==> src/rtl/uart_tx_scheduler.sv <==
// Two-requester UART transmitter: round-robin byte arbitration in front of a
// start/data/stop frame sequencer paced by an external baud strobe.
module uart_tx_scheduler #(
   parameter int unsigned DATA_BITS = 8
) (
   input  logic                 clk,
   input  logic                 reset,
   input  logic                 baud_clk,
   input  logic                 req0_valid,
   input  logic [DATA_BITS-1:0] req0_data,
   output logic                 req0_ready,
   input  logic                 req1_valid,
   input  logic [DATA_BITS-1:0] req1_data,
   output logic                 req1_ready,
   output logic                 tx,
   output logic                 busy,
   output logic                 grant_id,
   output logic                 frame_done
);

   localparam int unsigned CntW = (DATA_BITS > 1) ? $clog2(DATA_BITS) : 1;
   localparam logic [CntW-1:0] LastBit = CntW'(DATA_BITS - 1);

   typedef enum logic [2:0] {
      StIdle,
      StAlign,
      StStart,
      StData,
      StStop
   } state_e;

   state_e               state_q, state_d;
   logic                 tx_q, tx_d;
   logic                 grant_id_q, grant_id_d;
   logic                 frame_done_q, frame_done_d;
   logic                 last_grant_q, last_grant_d;
   logic [CntW-1:0]      bit_cnt_q, bit_cnt_d;
   logic [DATA_BITS-1:0] shift_q, shift_d;

   logic is_idle;
   logic winner;
   logic accept;

   // With both requesters pending, the one not served last goes next.
   always_comb begin
      is_idle    = (state_q == StIdle);
      winner     = (req0_valid & req1_valid) ? ~last_grant_q : req1_valid;
      req0_ready = is_idle & ~winner & req0_valid & ~reset;
      req1_ready = is_idle & winner & req1_valid & ~reset;
      accept     = req0_ready | req1_ready;
   end

   always_comb begin
      state_d      = state_q;
      tx_d         = tx_q;
      grant_id_d   = grant_id_q;
      frame_done_d = 1'b0;
      last_grant_d = last_grant_q;
      bit_cnt_d    = bit_cnt_q;
      shift_d      = shift_q;

      unique case (state_q)
         StIdle: begin
            tx_d = 1'b1;
            if (accept) begin
               shift_d      = winner ? req1_data : req0_data;
               grant_id_d   = winner;
               last_grant_d = winner;
               state_d      = StAlign;
            end
         end
         // Waiting here for the next strobe keeps every bit a full baud period.
         StAlign: begin
            if (baud_clk) begin
               tx_d    = 1'b0;
               state_d = StStart;
            end
         end
         StStart: begin
            if (baud_clk) begin
               tx_d      = shift_q[0];
               shift_d   = shift_q >> 1;
               bit_cnt_d = '0;
               state_d   = StData;
            end
         end
         StData: begin
            if (baud_clk) begin
               if (bit_cnt_q == LastBit) begin
                  tx_d    = 1'b1;
                  state_d = StStop;
               end else begin
                  tx_d      = shift_q[0];
                  shift_d   = shift_q >> 1;
                  bit_cnt_d = bit_cnt_q + 1'b1;
               end
            end
         end
         StStop: begin
            if (baud_clk) begin
               frame_done_d = 1'b1;
               state_d      = StIdle;
            end
         end
         default: begin
            tx_d    = 1'b1;
            state_d = StIdle;
         end
      endcase
   end

   always_ff @(posedge clk or posedge reset) begin
      if (reset) begin
         state_q      <= StIdle;
         tx_q         <= 1'b1;
         grant_id_q   <= 1'b0;
         frame_done_q <= 1'b0;
         last_grant_q <= 1'b1;
         bit_cnt_q    <= '0;
         shift_q      <= '0;
      end else begin
         state_q      <= state_d;
         tx_q         <= tx_d;
         grant_id_q   <= grant_id_d;
         frame_done_q <= frame_done_d;
         last_grant_q <= last_grant_d;
         bit_cnt_q    <= bit_cnt_d;
         shift_q      <= shift_d;
      end
   end

   assign tx         = tx_q;
   assign busy       = ~is_idle;
   assign grant_id   = grant_id_q;
   assign frame_done = frame_done_q;

endmodule

==> config.mk <==
export PLATFORM = sky130hd
export DESIGN_NAME = uart_tx_scheduler
export DESIGN_NICKNAME = d
export VERILOG_FILES = /design/src/rtl/uart_tx_scheduler.sv
export SDC_FILE = /design/constraint.sdc
export NUM_CORES = 1
export LEC_CHECK = 0
export ABC_AREA = 1
export BUFFER_PORTS_ARGS = -buffer_cell sky130_fd_sc_hd__buf_4
export CAP_MARGIN = 15
export CORE_MARGIN = 5
export CORE_UTILIZATION = 46
export DETAILED_ROUTE_END_ITERATION = 16
export PLACE_DENSITY = 0.81
export SKIP_CTS_REPAIR_TIMING = 1
export SYNTH_ARGS = -nofsm -noshare
export SYNTH_HDL_FRONTEND = slang
export SYNTH_SLANG_ARGS = --single-unit
==> constraint.sdc <==
create_clock -name clk -period 1.9 [get_ports clk]
set_input_delay 0.475 -clock clk [delete_from_list [all_inputs] [get_ports clk]]
set_output_delay 0.475 -clock clk [all_outputs]
set_load 0.005 [all_outputs]
==> impl_metrics.csv, run 1 <==
group,metric,value,unit
worst_setup_path,critPathLaunchType,"flop",
logic_synthesis,synth_nets,186,
timing,fin_ws,0.0824,ns
worst_setup_path,crit_fanout,5,
finish,drive_gt1_frac,0.303,
timing,tightest_slew,0.287,ns
floorplanning,die-area,0.00360,mm2
global_routing,grt_use_total,0.159,
detailed_routing,vias,1129,
finish,n_fill_cell,230,
status,outcome,"finished, final reports clean",
finish,postLayoutCellArea,0.00146,mm2
worst_setup_path,cp.required,1.42,ns
global_routing,grt_max_degree,19,
logic_synthesis,ys_seq_area_frac,0.393,
timing,holdWs,0.286,ns
global_routing,grt_pass1_wl,4.44,mm
timing,fmax,550,MHz
detailed_routing,routedWlPerCell,12.2,um
timing,hold_violations,0,
logic_synthesis,syn_avg_cell_area,7.06,um2
logic_synthesis,synth_flop_cell,"dfrtp_1",
worst_setup_path,cp.arrival,1.34,ns
detailed_routing,drc,0,
placement,place_ws,0.229,ns
logic_synthesis,synth_commonest_cells,"74 x nand2_1, 24 x nand3_1, 16 x dfrtp_1, 8 x inv_1, 6 x nor2_1",
power_and_ir_drop,p_leak,0.831,nW
worst_setup_path,r2r_cells,7,
timing,drv_slew,0,
detailed_routing,vias_per_cell,4.95,
floorplanning,ios,27,
global_routing,grt_antenna_before_repair,0,
clocking,cts_inserted_buffers,3,
logic_synthesis,synth_edf_count,0,
logic_synthesis,synth.top_cell.area_share,0.348,
worst_setup_path,reg2reg_slack,0.37,ns
floorplanning,initial_core_util,0.473,
logic_synthesis,yosysUniqueCellTypes,23,
timing,maxSlewHeadroom,0.808,
logic_synthesis,synthTopCellsByArea,"dfrtp_1 35%, nand2_1 24%, nand3_1 10%",
floorplanning,die_y,60.0,um
power_and_ir_drop,irDropWorstVdd,0.893,mV
logic_synthesis,synth_async_sr_flop_share,1.00,
logic_synthesis,syn_inst,163,
worst_setup_path,worst-setup-path-type,"flop to primary output",
worst_setup_path,r2r-end,"shift_q[0]",
floorplanning,fp.dieW,60.0,um
logic_synthesis,ys_ff_latch,18,
timing,final.setup_skew,0.00782,ns
finish,final_util,0.599,
logic_synthesis,synth_most_common_cell,"nand2_1",
detailed_routing,drtAntennaViolNets,0,
hold_path,hp-class,"input pin to asynchronous set/reset pin",
power_and_ir_drop,powerDensity,1530,mW/mm2
worst_setup_path,endpoint_kind,"primary output",
placement,portBuffers,26,
timing,period_share,0.957,
global_routing,grt_overflow,0,
floorplanning,core_area,0.00243,mm2
clocking,clockRootBuffer,"clkbuf_4",
finish,diodes,0,
placement,place_congestion,0.833,
timing,setup_violations,0,
finish,finalNetCount,223,
clocking,clk_path_buf_depth,2,
finish,syn2layout_area_growth,26.5,%
clocking,cts_tree,"yes",
detailed_routing,drt-total-wl,2.79,mm
logic_synthesis,yosys.area.top_type,"dfrtp_1",
logic_synthesis,syn_area,0.00115,mm2
detailed_routing,first_pass_iters,4,
logic_synthesis,synth_warnings,0,
timing,fin_crit,1.82,ns
detailed_routing,drt_iter0_drc,65,
job,cap_violations,0,
clocking,clk_latency,0.29,ns
placement,hpwl,2.06,mm
clocking,path_clk_slew,0.10,ns
global_routing,grt_pass1_vias,1048,
worst_setup_path,cp-startpoint,"state_q[2]",
timing,tns,0,ns
placement,placed_cell_area,0.00137,mm2
floorplanning,row_count,18,
clocking,htree_levels,1,
worst_setup_path,r2r_start,"state_q[2]",
clocking,clkSinkCount,18,
==> power breakdown <==
group	leakage, nW	switching, W	internal [W]
logic	0.593	0.000850	0.000526
clock network	0.0138	0.000113	0.0000736
registers	0.224	0.000103	0.000567
==> metal layers <==
metal / wire length [um] / vias up / global-route usage
li1: - / 592 / -
met2: 1300 / 32 / 0.272
met3: 211 / 2 / 0.0281
met4: 16 / 0 / 0.0443
met1: 1260 / 503 / 0.203
met5: 0 / - / 0
==> stage by stage <==
step,std cells,total power (W)
after floorplan,163,0.00165
after global placement,218,0.00188
after detailed placement,218,0.00194
after CTS,221,0.00214
after global routing,228,0.00244
final,228,0.00223
==> placed cells by master (no fill, tap or decap), drive strengths merged <==
cell type | Yosys | routed
dfrtp | 16 | 16
o21ai | 6 | 6
ha | 2 | 2
inv | 10 | 10
clkbuf | 0 | 3
nand3 | 25 | 25
nand2 | 80 | 80
buf | 4 | 36
nor2 | 10 | 10
a21oi | 5 | 5
nor4 | 1 | 1
nand4 | 1 | 1
nor3 | 1 | 1
dfstp | 2 | 2
==> sequential cells by signal (all words and copies together) (netlist names) <==
name          flops
bit_cnt_q         3
frame_done        1
grant_id          1
last_grant_q      1
shift_q           8
state_q           3
tx                1
==> kinds of logic (layout without fill, tap and decap cells) <==
| kind of cell | count (synthesis) | after routing | share of synthesized area |
|---|---|---|---|
| DFF | 18 | 18 | 0.393 |
| AOI/OAI and AO/OA | 11 | 11 | 0.0543 |
| and+or+nand+nor | 118 | 118 | 0.468 |
| buffers and inverters | 14 | 49 | 0.0620 |
| adders and majority gates | 2 | 2 | 0.0217 |
==> worst max path at each step <==
stage | to | slack (ns)
2_1_floorplan | req0_ready | 0.11
3_3_place_gp | req0_ready | 0.32
3_5_place_dp | req1_ready | 0.23
4_1_cts | req1_ready | -0.11
5_1_grt | req0_ready | -0.02
6_report | req1_ready | 0.08
==> worst max-delay path, stage by stage, from the launching register on <==
cell and delay, ns:
dfrtp_2 0.45, nor2_4 0.16, nand2_1 0.13, nor3_2 0.16, buf_4 0.14
==> area by class of cell <==
| type | instances | area (um2) | share of cell area |
|---|---|---|---|
| inverters | 10 | 37.5 | 0.0258 |
| multi-input cells | 131 | 632 | 0.434 |
| clock buffers | 3 | 22.5 | 0.0155 |
| well taps | 30 | 37.5 | 0.0258 |
| flip-flops and latches | 18 | 457 | 0.314 |
| repair buffers | 36 | 270 | 0.186 |
(Power assumes the default switching activity.)
==> inputs of run 2 (changes only) <==
--- a/config.mk
+++ b/config.mk
@@ -9,9 +9,9 @@
 export BUFFER_PORTS_ARGS = -buffer_cell sky130_fd_sc_hd__buf_4
 export CAP_MARGIN = 15
 export CORE_MARGIN = 5
-export CORE_UTILIZATION = 46
+export CORE_UTILIZATION = 30
 export DETAILED_ROUTE_END_ITERATION = 16
-export PLACE_DENSITY = 0.81
+export PLACE_DENSITY = 0.61
 export SKIP_CTS_REPAIR_TIMING = 1
 export SYNTH_ARGS = -nofsm -noshare
 export SYNTH_HDL_FRONTEND = slang
==> impl_metrics.csv, run 2 (same netlist as run 1, synthesis figures left out) <==
group,metric,value,unit
detailed_routing,drt_iter0_drc,40,
finish,largest-register,"shift_q",
clocking,cts_inserted_buffers,3,
hold_path,hp-class,"input pin to asynchronous set/reset pin",
worst_setup_path,worst-setup-path-type,"flop to primary output",
finish,final_cell_mix,"74 x nand2_1, 31 x buf_4, 24 x nand3_1, 14 x dfrtp_1, 7 x inv_1",
floorplanning,ios,27,
finish,finalNetCount,218,
timing,final.setup_skew,0.00113,ns
finish,drive_gt1_frac,0.289,
floorplanning,die_y,71.9,um
placement,place_ws,0.267,ns
global_routing,grt_pass1_wl,4.37,mm
clocking,clkSinkCount,18,
timing,setup_violations,0,
global_routing,grt_antenna_before_repair,0,
worst_setup_path,path_cells,"nor2_4 > nand2_1 > nor3_2 > buf_4",
power_and_ir_drop,power,0.00225,W
timing,fmax,555,MHz
timing,hold_violations,0,
timing,maxSlewHeadroom,0.792,
clocking,clockRootBuffer,"clkbuf_8",
detailed_routing,vias_per_cell,4.44,
detailed_routing,drc,0,
worst_setup_path,crit_fanout,6,
global_routing,grt_overflow,0,
power_and_ir_drop,irDropWorstVdd,0.517,mV
clocking,clk_latency,0.26,ns
worst_setup_path,critPathLaunchType,"flop",
detailed_routing,drtAntennaViolNets,0,
finish,diodes,0,
finish,syn2layout_area_growth,27.9,%
timing,tightest_slew,0.313,ns
worst_setup_path,cp.arrival,1.33,ns
worst_setup_path,endpoint_kind,"primary output",
placement,place_congestion,0.749,
clocking,htree_levels,1,
finish,top_regs,"shift_q x8, bit_cnt_q x3, state_q x3",
clocking,clk_path_buf_depth,2,
status,outcome,"finished, final reports clean",
floorplanning,fp.dieW,71.9,um
detailed_routing,first_pass_iters,4,
job,cap_violations,0,
floorplanning,initial_core_util,0.312,
detailed_routing,routedWlPerCell,10.6,um
floorplanning,core_area,0.00369,mm2
detailed_routing,drt-total-wl,2.58,mm
placement,hpwl,1.94,mm
worst_setup_path,slowest_delay,0.46,ns
global_routing,grt_max_degree,14,
timing,fin_crit,1.80,ns
power_and_ir_drop,powerDensity,1530,mW/mm2
floorplanning,row_count,22,
finish,final_common_cell,"nand2_1",
power_and_ir_drop,p_leak,0.820,nW
clocking,cts_tree,"yes",
worst_setup_path,cp.required,1.42,ns
finish,largest_reg_flops,8,
floorplanning,die-area,0.00518,mm2
clocking,path_clk_slew,0.07,ns
global_routing,grt_use_total,0.105,
global_routing,grt_pass1_vias,977,
worst_setup_path,cp_slowest_cell,"dfrtp_2",
timing,drv_slew,0,
placement,portBuffers,26,
detailed_routing,vias,1074,
timing,fin_ws,0.0990,ns
timing,period_share,0.948,
-- run 2: layer usage --
metal  vias to the layer above  GRT usage  routed length, um
met5                         -          0                  0
met4                         0     0.0564                 55
met3                         5     0.0249                172
met2                        26      0.146               1110
met1                       460      0.148               1240
li1                        583          -                  -
-- run 2: final timing paths --
kind | from | slack [ns] | cells after the start | endpoint
worst max-delay path | state_q[2] | 0.1 | 4 | req1_ready
worst min-delay path | reset | 0.30 | 3 | state_q[1]
worst max register to register | state_q[2] | 0.35 | 7 | shift_q[5]
worst min register to register | shift_q[1] | 0.47 | 2 | shift_q[1]
max in group asynchronous | reset | 1.37 | 3 | tx
min in group clk | reset | 0.46 | 4 | last_grant_q
-- run 2: per-stage QoR --
step	hold slack (ns)	util	setup TNS, ns	cells	cell area (um2)
2_1_floorplan	0.438	-	0	163	1150
3_3_place_gp	0.456	0.380	0	237	1400
3_5_place_dp	0.461	0.380	0	237	1400
4_1_cts	0.290	0.395	0	241	1460
5_1_grt	0.312	0.399	-0.0117	242	1470
6_report	0.302	0.399	0	242	1470
-- run 2: area by class of cell --
cell class                 instances  area, um2
fill                             408       2220
inverter                          10       37.5
tap                               48       60.1
timing repair buffer              31        233
clock buffer                       4       55.1
multi-input combinational        131        632
sequential                        18        455
-- run 2: power by group --
part / internal, W / total, W / switching (W)
registers: 0.000566 / 0.000703 / 0.000137
logic: 0.000460 / 0.00123 / 0.000769
clock network: 0.000184 / 0.000313 / 0.000129
-- run 2: worst max-delay path: cells and delay by family, from the launching register on --
family                 cells  cell delay (ns)
and+or+nand+nor            3             0.46
DFF                        1             0.46
buffers and inverters      1             0.14
==> inputs of run 3 (changes only) <==
--- a/config.mk
+++ b/config.mk
@@ -10,6 +10,7 @@
 export CAP_MARGIN = 15
 export CORE_MARGIN = 5
 export CORE_UTILIZATION = 30
+export CTS_BUF_LIST = sky130_fd_sc_hd__clkbuf_4
 export DETAILED_ROUTE_END_ITERATION = 16
 export PLACE_DENSITY = 0.61
 export SKIP_CTS_REPAIR_TIMING = 1
==> impl_metrics.csv, run 3 (same netlist as run 1, synthesis figures left out) <==
group,metric,value,unit
clocking,clk_path_buf_depth,2,
detailed_routing,drt_iter0_drc,41,
finish,final_util,0.392,
finish,multi_input_area,634,um2
worst_setup_path,crit_fanout,6,
placement,portBuffers,26,
clocking,clockRootBuffer,"clkbuf_4",
detailed_routing,vias,1083,
detailed_routing,routedWlPerCell,10.6,um
timing,fin_crit,1.82,ns
finish,syn2layout_area_growth,25.8,%
global_routing,grt_overflow,0,
floorplanning,core_area,0.00369,mm2
job,cap_violations,0,
worst_setup_path,r2r_cells,7,
detailed_routing,drtAntennaViolNets,0,
power_and_ir_drop,p_sw,0.00103,W
floorplanning,die-area,0.00518,mm2
finish,top_regs,"shift_q x8, bit_cnt_q x3, state_q x3",
status,outcome,"finished, final reports clean",
worst_setup_path,endpoint_kind,"primary output",
timing,tns,0,ns
power_and_ir_drop,power.share.sequential,0.330,
timing,fmax,549,MHz
timing,maxSlewHeadroom,0.812,
floorplanning,fp.dieW,71.9,um
floorplanning,row_count,22,
clocking,clk_latency,0.29,ns
global_routing,grt_pass1_wl,4.37,mm
worst_setup_path,cp.required,1.42,ns
detailed_routing,first_pass_iters,6,
floorplanning,die_y,71.9,um
finish,final_cell_mix,"73 x nand2_1, 31 x buf_4, 24 x nand3_1, 13 x dfrtp_1, 7 x inv_1",
timing,final.setup_skew,0.00830,ns
power_and_ir_drop,comb_power_share,0.579,
detailed_routing,vias_per_cell,4.48,
finish,final_common_cell,"nand2_1",
finish,instances_no_fill,242,
finish,largest-register,"shift_q",
clocking,path_clk_slew,0.11,ns
detailed_routing,drc,0,
finish,n_fill_cell,408,
timing,tightest_slew,0.282,ns
power_and_ir_drop,p_clk_frac,0.091,
power_and_ir_drop,power,0.00214,W
finish,drive_gt1_frac,0.294,
power_and_ir_drop,p_leak,0.806,nW
finish,finalNetCount,218,
timing,setup_violations,0,
power_and_ir_drop,powerDensity,1480,mW/mm2
global_routing,gr-usage-met1,0.149,
finish,diodes,0,
placement,placed_cells,237,
worst_setup_path,cp.arrival,1.35,ns
global_routing,grt_max_degree,14,
clocking,cts_tree,"yes",
clocking,clkSinkCount,18,
timing,hold_violations,0,
power_and_ir_drop,swShare,0.482,
global_routing,grt.met3_usage,0.0249,
worst_setup_path,worst-setup-path-type,"flop to primary output",
global_routing,grt_pass1_vias,972,
placement,place_congestion,0.749,
clocking,htree_levels,1,
global_routing,grt_antenna_before_repair,0,
hold_path,hp-class,"input pin to asynchronous set/reset pin",
detailed_routing,drt-total-wl,2.58,mm
timing,period_share,0.959,
global_routing,use_met2,0.147,
placement,hpwl,1.94,mm
power_and_ir_drop,p_int,0.00111,W
clocking,cts_inserted_buffers,3,
floorplanning,ios,27,
finish,largest_reg_flops,8,
power_and_ir_drop,irDropWorstVdd,0.451,mV
floorplanning,initial_core_util,0.312,
timing,drv_slew,0,
finish,ff_latch_area,457,um2
worst_setup_path,critPathLaunchType,"flop",
global_routing,grt.busiest_layer,"met1",
global_routing,grt_use_total,0.103,
[run 3: area by class of cell]
class / instances / area share
repair buffers: 31 / 0.161
well taps: 48 / 0.0415
flip-flops and latches: 18 / 0.315
multi-input cells: 131 / 0.438
inverters: 10 / 0.0259
clock buffers: 3 / 0.0156
clock inverters: 1 / 0.00259
[run 3: power by group through the flow]
stage | sequential, W | combinational [W] | clock [W]
final | 0.000704 | 0.00124 | 0.000194
after global routing | 0.000730 | 0.00144 | 0.000226
after CTS | 0.000695 | 0.00123 | 0.000206
after detailed placement | 0.000702 | 0.00122 | 0
after global placement | 0.000705 | 0.00122 | 0
after floorplan | 0.000641 | 0.00101 | 0
[run 3: critical path: stages, from the launching register on]
cell     delay [ns]
dfrtp_2        0.48
nor2_4         0.18
nand4_1        0.16
nor2_1         0.12
buf_4          0.12
[run 3: per-stage QoR]
step	setup slack [ns]	area [um2]	hold WS (ns)
finish	0.0786	1450	0.254
global route	-0.0324	1450	0.246
CTS	-0.0487	1430	0.236
detailed placement	0.267	1400	0.461
global placement	0.281	1400	0.456
floorplan	0.110	1150	0.438
[run 3: layer usage]
layer | vias to the layer above | share of wire
met3 | 4 | 0.062
li1 | 588 | -
met2 | 27 | 0.44
met1 | 464 | 0.49
met5 | - | 0
met4 | 0 | 0.012
[run 3: final timing paths]
kind                                endpoint        from  slack [ns]
worst max-delay path              req0_ready  state_q[2]        0.08
worst min-delay path                grant_id       reset        0.25
worst max register to register    shift_q[6]  state_q[2]        0.32
worst min register to register    shift_q[1]  shift_q[1]        0.48
max in group asynchronous                 tx       reset        1.41
min in group clk                last_grant_q       reset        0.42
